===== src/rtl/audio_sequencer_if.sv =====
// CPU-side configuration/control bus and audio_unit write port of the note sequencer.
// The sequencer is the slave; the CPU/audio_unit environment is the master.
interface audio_sequencer_if #(
    parameter int DEPTH        = 64,
    parameter int PERIOD_WIDTH = 16
);
    localparam int AW = $clog2(DEPTH);

    logic                    cfg_wenable;
    logic [AW-1:0]           cfg_addr;
    logic [31:0]             cfg_wdata;
    logic                    start;
    logic                    stop;
    logic                    loop;
    logic                    au_wenable;
    logic [1:0]              au_addr;
    logic [PERIOD_WIDTH-1:0] au_wdata;
    logic                    busy;
    logic [AW-1:0]           step_idx;

    modport master (
        output cfg_wenable, cfg_addr, cfg_wdata, start, stop, loop,
        input  au_wenable, au_addr, au_wdata, busy, step_idx
    );

    modport slave (
        input  cfg_wenable, cfg_addr, cfg_wdata, start, stop, loop,
        output au_wenable, au_addr, au_wdata, busy, step_idx
    );
endinterface


===== src/rtl/audio_sequencer.sv =====
// Autonomous note sequencer: walks a CPU-loaded step table and writes one audio_unit
// period per step, waiting dur*TICK_DIV cycles between steps; ends with a silence sweep.
module audio_sequencer #(
    parameter int NUM_CHANNELS = 4,
    parameter int PERIOD_WIDTH = 16,
    parameter int DEPTH        = 64,
    parameter int TICK_DIV     = 100_000
) (
    input  logic              clk,
    input  logic              rst_n,
    audio_sequencer_if.slave  bus
);
    localparam int         AW      = $clog2(DEPTH);
    localparam int         PSW     = (TICK_DIV > 1) ? $clog2(TICK_DIV) : 1;
    localparam logic [1:0] CH_MASK = 2'(NUM_CHANNELS - 1);
    localparam logic [1:0] LAST_CH = 2'(NUM_CHANNELS - 1);

    typedef enum logic [2:0] {
        S_IDLE    = 3'd0,
        S_FETCH   = 3'd1,
        S_WRITE   = 3'd2,
        S_WAIT    = 3'd3,
        S_SILENCE = 3'd4
    } state_t;

    typedef struct packed {
        state_t        state;
        logic [AW-1:0] step;
    } next_t;

    logic [31:0]             mem_q [DEPTH];
    logic [31:0]             rd_word_s;
    next_t                   nxt_s;
    logic                    tick_wrap_s;

    state_t                  state_q, state_d;
    logic [AW-1:0]           step_q, step_d;
    logic [PSW-1:0]          presc_q, presc_d;
    logic [12:0]             dur_q, dur_d;
    logic                    last_q, last_d;
    logic [1:0]              sil_ch_q, sil_ch_d;
    logic                    au_we_q, au_we_d;
    logic [1:0]              au_addr_q, au_addr_d;
    logic [PERIOD_WIDTH-1:0] au_data_q, au_data_d;
    logic                    busy_q, busy_d;

    // Next-entry rule shared by a finished WRITE (dur 0) and a finished WAIT.
    function automatic next_t next_entry(input logic last, input logic lp, input logic [AW-1:0] idx);
        next_t r;
        if (!last) begin
            r.state = S_FETCH;
            r.step  = idx + 1'b1;
        end else if (lp) begin
            r.state = S_FETCH;
            r.step  = '0;
        end else begin
            r.state = S_SILENCE;
            r.step  = idx;
        end
        return r;
    endfunction

    // Step-table write port; contents are deliberately kept across reset.
    always_ff @(posedge clk) begin
        if (bus.cfg_wenable) begin
            mem_q[bus.cfg_addr] <= bus.cfg_wdata;
        end
    end

    // The read word is only captured on the FETCH edge, so a same-cycle write yields old data.
    assign rd_word_s   = mem_q[step_q];
    assign nxt_s       = next_entry(last_q, bus.loop, step_q);
    assign tick_wrap_s = (presc_q == PSW'(TICK_DIV - 1));

    // Next-state and next-output logic.
    always_comb begin
        state_d  = state_q;
        step_d   = step_q;
        presc_d  = presc_q;
        dur_d    = dur_q;
        last_d   = last_q;
        sil_ch_d = 2'd0;

        case (state_q)
            S_IDLE: begin
                if (bus.start && !bus.stop) begin
                    state_d = S_FETCH;
                    step_d  = '0;
                end else begin
                    state_d = S_IDLE;
                end
            end
            S_FETCH: begin
                if (bus.stop) begin
                    state_d = S_SILENCE;
                end else begin
                    state_d = S_WRITE;
                    dur_d   = rd_word_s[28:16];
                    last_d  = rd_word_s[31];
                end
            end
            S_WRITE: begin
                if (bus.stop) begin
                    state_d = S_SILENCE;
                end else if (dur_q != 13'd0) begin
                    state_d = S_WAIT;
                    presc_d = '0;
                end else begin
                    state_d = nxt_s.state;
                    step_d  = nxt_s.step;
                end
            end
            S_WAIT: begin
                if (bus.stop) begin
                    state_d = S_SILENCE;
                end else if (!tick_wrap_s) begin
                    presc_d = presc_q + 1'b1;
                end else begin
                    presc_d = '0;
                    dur_d   = dur_q - 13'd1;
                    if (dur_q == 13'd1) begin
                        state_d = nxt_s.state;
                        step_d  = nxt_s.step;
                    end else begin
                        state_d = S_WAIT;
                    end
                end
            end
            S_SILENCE: begin
                if (sil_ch_q == LAST_CH) begin
                    state_d = S_IDLE;
                end else begin
                    sil_ch_d = sil_ch_q + 2'd1;
                end
            end
            default: begin
                state_d = S_IDLE;
            end
        endcase

        // Outputs are registered, so they are derived from where the FSM is heading.
        if (state_d == S_SILENCE) begin
            au_we_d   = 1'b1;
            au_addr_d = sil_ch_d;
            au_data_d = '0;
        end else if (state_d == S_WRITE) begin
            au_we_d   = 1'b1;
            au_addr_d = rd_word_s[30:29] & CH_MASK;
            au_data_d = PERIOD_WIDTH'(rd_word_s[15:0]);
        end else begin
            au_we_d   = 1'b0;
            au_addr_d = au_addr_q;
            au_data_d = au_data_q;
        end

        busy_d = (state_d != S_IDLE);
    end

    // State and output registers.
    always_ff @(posedge clk or negedge rst_n) begin
        if (!rst_n) begin
            state_q   <= S_IDLE;
            step_q    <= '0;
            presc_q   <= '0;
            dur_q     <= 13'd0;
            last_q    <= 1'b0;
            sil_ch_q  <= 2'd0;
            au_we_q   <= 1'b0;
            au_addr_q <= 2'd0;
            au_data_q <= '0;
            busy_q    <= 1'b0;
        end else begin
            state_q   <= state_d;
            step_q    <= step_d;
            presc_q   <= presc_d;
            dur_q     <= dur_d;
            last_q    <= last_d;
            sil_ch_q  <= sil_ch_d;
            au_we_q   <= au_we_d;
            au_addr_q <= au_addr_d;
            au_data_q <= au_data_d;
            busy_q    <= busy_d;
        end
    end

    assign bus.au_wenable = au_we_q;
    assign bus.au_addr    = au_addr_q;
    assign bus.au_wdata   = au_data_q;
    assign bus.busy       = busy_q;
    assign bus.step_idx   = step_q;
endmodule


===== src/flat_wrapper.sv =====
// flat-port wrapper written by rule: the top's interface ports become plain ports
module audio_sequencer_flat 
#(
    parameter int NUM_CHANNELS = 4,
    parameter int PERIOD_WIDTH = 16,
    parameter int DEPTH        = 64,
    parameter int TICK_DIV     = 100_000
)
  (clk, rst_n, bus_cfg_wenable, bus_cfg_addr, bus_cfg_wdata, bus_start, bus_stop, bus_loop, bus_au_wenable, bus_au_addr, bus_au_wdata, bus_busy, bus_step_idx);
  audio_sequencer_if #(.DEPTH(DEPTH), .PERIOD_WIDTH(PERIOD_WIDTH)) bus_i ();
  input  logic clk;
  input  logic rst_n;
  input wire logic [$bits(bus_i.cfg_wenable)-1:0] bus_cfg_wenable;
  input wire logic [$bits(bus_i.cfg_addr)-1:0] bus_cfg_addr;
  input wire logic [$bits(bus_i.cfg_wdata)-1:0] bus_cfg_wdata;
  input wire logic [$bits(bus_i.start)-1:0] bus_start;
  input wire logic [$bits(bus_i.stop)-1:0] bus_stop;
  input wire logic [$bits(bus_i.loop)-1:0] bus_loop;
  output wire logic [$bits(bus_i.au_wenable)-1:0] bus_au_wenable;
  output wire logic [$bits(bus_i.au_addr)-1:0] bus_au_addr;
  output wire logic [$bits(bus_i.au_wdata)-1:0] bus_au_wdata;
  output wire logic [$bits(bus_i.busy)-1:0] bus_busy;
  output wire logic [$bits(bus_i.step_idx)-1:0] bus_step_idx;
  assign bus_i.cfg_wenable = bus_cfg_wenable;
  assign bus_i.cfg_addr = bus_cfg_addr;
  assign bus_i.cfg_wdata = bus_cfg_wdata;
  assign bus_i.start = bus_start;
  assign bus_i.stop = bus_stop;
  assign bus_i.loop = bus_loop;
  assign bus_au_wenable = bus_i.au_wenable;
  assign bus_au_addr = bus_i.au_addr;
  assign bus_au_wdata = bus_i.au_wdata;
  assign bus_busy = bus_i.busy;
  assign bus_step_idx = bus_i.step_idx;
  audio_sequencer #(.NUM_CHANNELS(NUM_CHANNELS), .PERIOD_WIDTH(PERIOD_WIDTH), .DEPTH(DEPTH), .TICK_DIV(TICK_DIV)) u_core (.clk(clk), .rst_n(rst_n), .bus(bus_i));
endmodule

===== config.mk =====
export PLATFORM = sky130hd
export DESIGN_NAME = audio_sequencer_flat
export DESIGN_NICKNAME = d
export VERILOG_FILES = /design/src/rtl/audio_sequencer_if.sv /design/src/rtl/audio_sequencer.sv /design/src/flat_wrapper.sv
export SDC_FILE = /design/constraint.sdc
export NUM_CORES = 2
export LEC_CHECK = 0
export CAP_MARGIN = 10
export CORE_MARGIN = 3
export CORE_UTILIZATION = 35
export DETAILED_ROUTE_END_ITERATION = 12
export PLACE_DENSITY_LB_ADDON = 0.12
export REMOVE_ABC_BUFFERS = 1
export SYNTH_ARGS = -nofsm -noshare
export SYNTH_HDL_FRONTEND = slang
export SYNTH_SLANG_ARGS = --single-unit
export TNS_END_PERCENT = 5

===== constraint.sdc =====
create_clock -name clk -period 2.2 [get_ports clk]
set_input_delay 0.44 -clock clk [delete_from_list [all_inputs] [get_ports clk]]
set_output_delay 0.44 -clock clk [all_outputs]
set_load 0.03 [all_outputs]

### Yosys cells after proc, flatten, opt, wreduce, memory -nomap -nowiden

Memory sizes are Yosys's and may differ from the RTL's.
Cells that the tools add are included.

| word-level totals | value |
|---|---|
| input port bits | 44 |
| flip-flop bits (word level) | 62 |
| logic and storage cells | 83 |
| bits in read-only memories | 0 |
| bits in latches | 0 |
| output and inout port bits | 26 |
| memories kept | 1 |
| RAM bits | 2048 |

Memories:

| name | words | bits a word | rd ports | clocked after memory_dff | wr ports | RTL line | text |
|---|---|---|---|---|---|---|---|
| u_core.mem_q | 64 | 32 | 1 | 0 | 1 | audio_sequencer.sv:31 | `logic [31:0] mem_q [DEPTH];` |

| operators by class | value |
|---|---|
| $mul | 0 |
| reductions and logical operators | 13 |
| magnitude comparators | 0 |
| muxes and demuxes | 37 |
| eq/ne operators | 17 |
| bitwise gates (word level) | 1 |
| shift operators | 0 |
| add/subtract/negate cells | 4 |
| div/mod/pow operators | 0 |

Operators with widths:

| operator | number |
|---|---|
| $mux W17 | 4 |
| $mux W13 | 3 |
| $mux W6 | 6 |
| $pmux W17 S2 | 1 |
| $mux W16 | 2 |
| $pmux W13 S2 | 1 |
| $mux W3 | 7 |
| $mux W9 | 2 |
| $pmux W6 S3 | 1 |
| $add A17 B1 Y17 const B | 1 |
| $eq A17 B17 Y1 const B | 1 |
| $pmux W3 S5 | 1 |
| $eq A13 B1 Y1 const B | 1 |
| $reduce_bool A13 Y1 | 1 |
| $sub A13 B1 Y13 const B | 1 |
| $eq A3 B2 Y1 const B | 3 |
| $mux W2 | 4 |
| $ne A2 B1 Y1 const B | 4 |
| $ne A2 B2 Y1 const B | 4 |
| $reduce_and A4 Y1 | 2 |
| $reduce_and A7 Y1 | 1 |
| $add A6 B1 Y6 const B | 1 |
| $eq A3 B3 Y1 const B | 2 |
| $reduce_bool A2 Y1 | 3 |
| other kinds (10) | 15 |

### Logic depth before layout (Yosys ltp)

| depth | value |
|---|---|
| word-level depth | 9 |
| depth in mapped cells | 11 |
| mapped depth without buffers | 8 |

### Least setup slack after synthesis

Ideal clock, no wire load.

| timing | value |
|---|---|
| path kind | input to register |
| start | input port bus_cfg_addr[4] |
| end | memory u_core.mem_q[16][0], enable pin |
| cell stages on the path | 4 |
| arrival time | 2.622 ns |
| required time | 1.779 ns |
| setup time | 0.421 ns |
| path slack | -0.843 ns |
| path buffers | 2 |
| cell sequence | clkbuf_1 -> or3b_2 -> clkbuf_1 -> nor2_1 |

RTL lines:

| item | RTL line | text |
|---|---|---|
| start, declared | flat_wrapper.sv:14 | `input wire logic [$bits(bus_i.cfg_addr)-1:0] bus_cfg_addr;` |
| end, declared | audio_sequencer.sv:31 |  |

No word-level cell before the write port.

### Worst setup path in the final report

| timing | value |
|---|---|
| start | register u_core.step_q[0] (netlist: u_core.bus.step_idx[0]) |
| end | register u_core.au_data_q[12] (netlist: u_core.bus.au_wdata[12]) |

| between the ends | value |
|---|---|
| word-level cells in the longest chain between the ends | 3 |

RTL lines:

| item | RTL line | text |
|---|---|---|
| start, declared | audio_sequencer.sv:37 | `logic [AW-1:0] step_q, step_d;` |
| start signal, assigned | audio_sequencer.sv:174 | `step_q <= step_d;` |
| $mem_v2 Z64 W32 | n/a |  |
| $mux W16 | audio_sequencer.sv:146 | `end else if (state_d == S_WRITE) begin` |
| $mux W16 | audio_sequencer.sv:142 | `if (state_d == S_SILENCE) begin` |
| end signal, assigned | audio_sequencer.sv:181 | `au_data_q <= au_data_d;` |
| end, declared | audio_sequencer.sv:44 | `logic [PERIOD_WIDTH-1:0] au_data_q, au_data_d;` |

No other way between the ends. The select of a mux whose other input is x is not followed.
A chain may end at the register's enable or synchronous reset.

==> flow_summary.toml <==
[synthesis]
async_flop_share = 0.0294
netlist_instances = 3730
yosys_warnings = 0
ys.flop_type = "edfxtp_1"
avgSynthCellArea_sq_um = 21.7
ys_types = 67
ys_ff_latch = 2110
synth_edf_count = 2048
synth-seq-area-share = 0.777
syn-cell-area_sq_um = 81100

[sta]
hold_viol = 0
rsz0062_at_grt = "yes"
fin_skew_ns = 0.0470
fin_crit_sh = 1.22
setup_ws_ns = -0.476
worst_slew_pin_slew_ns = 1.02
fmax_mhz = 374
report.final.slew_viol_count = 0
setup-violations-final = 39
slew_headroom = 0.322
min_period_ns = 2.68

[routing]
routed_wirelength_mm = 240
vias_per_cell = 5.38
drtPass1Iterations = 5
vias = 41800
wl_per_cell_um = 30.8
detail_route.iter0.violations = 3703
drc = 0
ant_nets = 0

[placed_design]
hpwl_mm = 153
numPortBuffers = 69
post-place-ws_ns = -1.25
place_congestion = 0.784

[hold_path]
min_from = "bus_cfg_wdata[20]"
hold_class = "input pin to flop"
hold_depth = 2

[global_routing]
gr-max-usage-layer = "met2"
grt_pass1_vias = 43200
grt_overflow = 0
grt_pass1_wl_mm = 337
use_met3 = 0.0244
gr-usage-met2 = 0.332
grtUsageMet1 = 0.285
grt.total_usage = 0.200
antenna_found_initial = 5
grt_max_degree = 65

[layout]
final_common_cell = "edfxtp_1"
drive_above_1_share = 0.372
area_growth_syn_to_layout_pct = 25.2
final_cell_mix = "edfxtp_1 (2,048), mux4_2 (467), buf_4 (451)"
nets = 4607

[critical_path]
reg2regPathDepth = 8
path_class = "flop to flop"
cp.arrival_ns = 3.41
crit_start = "u_core.bus.step_idx[0]"
crit_path_start_kind = "flop"
endpoint_kind = "flop"
reg2reg_from = "u_core.bus.step_idx[0]"
crit_required_ns = 2.94
cp_max_fo = 7

[power]
vdd_drop_max_v = 0.000759
p_sw_mw = 18.4
clock_power_share = 0.432
power_frac_seq = 0.530
p_leak_nw = 32.2
cellPowerDensity_nw_per_um2 = 840
p_int_mw = 66.8
power_mw = 85.2
switching_share = 0.216
combPwrFrac = 0.037

[die]
ios = 70
dieHeight_um = 487
die_area_sq_um = 238000
die_w_um = 487
num_rows = 176
coreArea_sq_um = 230000
start_util = 0.352

[cts]
ctsRootBufferMaster = "clkbuf_16"
numCtsBuffers = 227
cts.sinks = 2110
cts_tree = "yes"
clk_pin_slew_ns = 0.06
clk_path_buf_depth = 3
clkLatencyLatePin_ns = 0.85
htree_levels = 4

[status]
violations = "negative setup slack"
status = "finished, violations left"

[job]
drv_cap = 0
==> Yosys cell counts (6+ instances only) <==
master	count	area, sq um
buf_4	24	180
or3_1	7	43.8
a221oi_1	18	158
mux2i_1	156	1560
dfrtp_1	62	1550
nand3_1	22	110
o22ai_1	29	181
a211oi_1	28	210
mux4_2	467	10500
xor2_1	6	52.6
nand2_1	86	323
buf_2	59	295
a32o_1	15	150
o21ai_0	43	215
inv_1	6	22.5
a21oi_1	64	320
clkbuf_1	75	282
nor4_1	14	87.6
buf_1	12	45.0
nand3b_1	8	60.1
and2_1	15	93.8
edfxtp_1	2048	61500
buf_6	24	270
a311oi_1	15	131
a22oi_1	108	811
nor2_1	141	529
nor2b_1	17	106
o221ai_1	14	123
ha_1	6	75.1
o211ai_1	16	120
a31oi_1	11	68.8
o31ai_1	7	52.6
nand2b_1	22	138
and3_1	11	68.8
nor3_1	15	75.1
a22o_1	9	78.8
==> metrics by stage <==
stage	utilization	hold slack (ns)	cell area [sq um]	cells	TNS [ns]
2_1_floorplan	-	0.144	80000	3536	-1717.96
3_5_place_dp	0.403	0.435	92800	7310	-434.17
4_1_cts	0.437	0.00273	101000	7737	-14.52
6_report	0.441	0.0526	102000	7772	-12.70
5_1_grt	0.441	0.0148	102000	7771	-15.41
3_3_place_gp	0.403	0.442	92800	7310	-436.37
==> area by class of cell <==
| cell class | count | area [sq um] |
|---|---|---|
| repair buffers | 792 | 9350 |
| multi-input cells | 1419 | 18100 |
| well taps | 3026 | 3790 |
| diodes | 2 | 5.00 |
| clock buffers | 280 | 5930 |
| fillers | 19600 | 129000 |
| flip-flops and latches | 2110 | 63100 |
| clock inverters | 136 | 1220 |
| inverters | 7 | 31.3 |
==> sequential cells by signal, summed over array words and instances (netlist names) <==
name,count
u_core.bus.au_addr,2
u_core.dur_q,13
u_core.bus.au_wdata,16
u_core.bus.au_wenable,1
u_core.presc_q,17
u_core.sil_ch_q,2
u_core.state_q,3
u_core.mem_q,2048
u_core.last_q,1
u_core.bus.busy,1
u_core.bus.step_idx,6
==> power by group through the flow <==
stage | Combinational [mW] | Sequential, mW | Clock [mW]
after floorplan | 0.749 | 46.1 | 0
final | 3.17 | 45.2 | 36.8
after detailed placement | 3.27 | 46.1 | 0
after CTS | 3.20 | 45.2 | 37.9
after global routing | 3.41 | 45.2 | 39.4
after global placement | 3.23 | 46.1 | 0
==> critical path, stage by stage, from the launching register on <==
cell	delay [ns]
dfrtp_4	0.55
buf_6	0.17
clkbuf_16	0.18
clkbuf_16	0.18
buf_4	0.13
mux4_2	0.41
mux4_2	0.52
nand2b_4	0.18
a32o_1	0.22
==> metal layers <==
layer  wire [um]  share of wire
met2      119000           0.50
met5           0              0
met3        9660          0.040
met4        4280          0.018
met1      107000           0.44
==> path summary, 6_finish.rpt <==
check                                          endpoint  slack [ns]
worst max-delay path            u_core.bus.au_wdata[12]       -0.48
worst min-delay path               u_core.mem_q[34][20]        0.05
max in group asynchronous             u_core.presc_q[2]        1.46
min in group asynchronous                 u_core.last_q        0.10
worst max register to register  u_core.bus.au_wdata[12]       -0.48
worst min register to register       u_core.sil_ch_q[0]        0.48
==> kinds of logic (layout without fill, tap and decap cells) <==
logic type	count (synthesis)	count (layout)	share of synthesized area
flip-flops	2110	2110	0.777
other	0	2	0
adder cells (fa/ha/maj)	6	6	0.000926
buffers and inverters	201	1215	0.0135
multiplexers	628	628	0.150
XOR/XNOR	10	10	0.00108
AO/OA/AOI/OAI	394	394	0.0343
AND/OR/NAND/NOR	381	381	0.0231
==> repair_timing <==
item,in CTS,in global routing
gates cloned,4,6
endpoints found under the hold margin,62,0
gates resized for setup,201,105
buffers inserted,6,29
hold buffers,1,0
setup endpoints to repair,65,49
pin swaps,7,22
No activity file was read; power rests on OpenSTA's default activity.
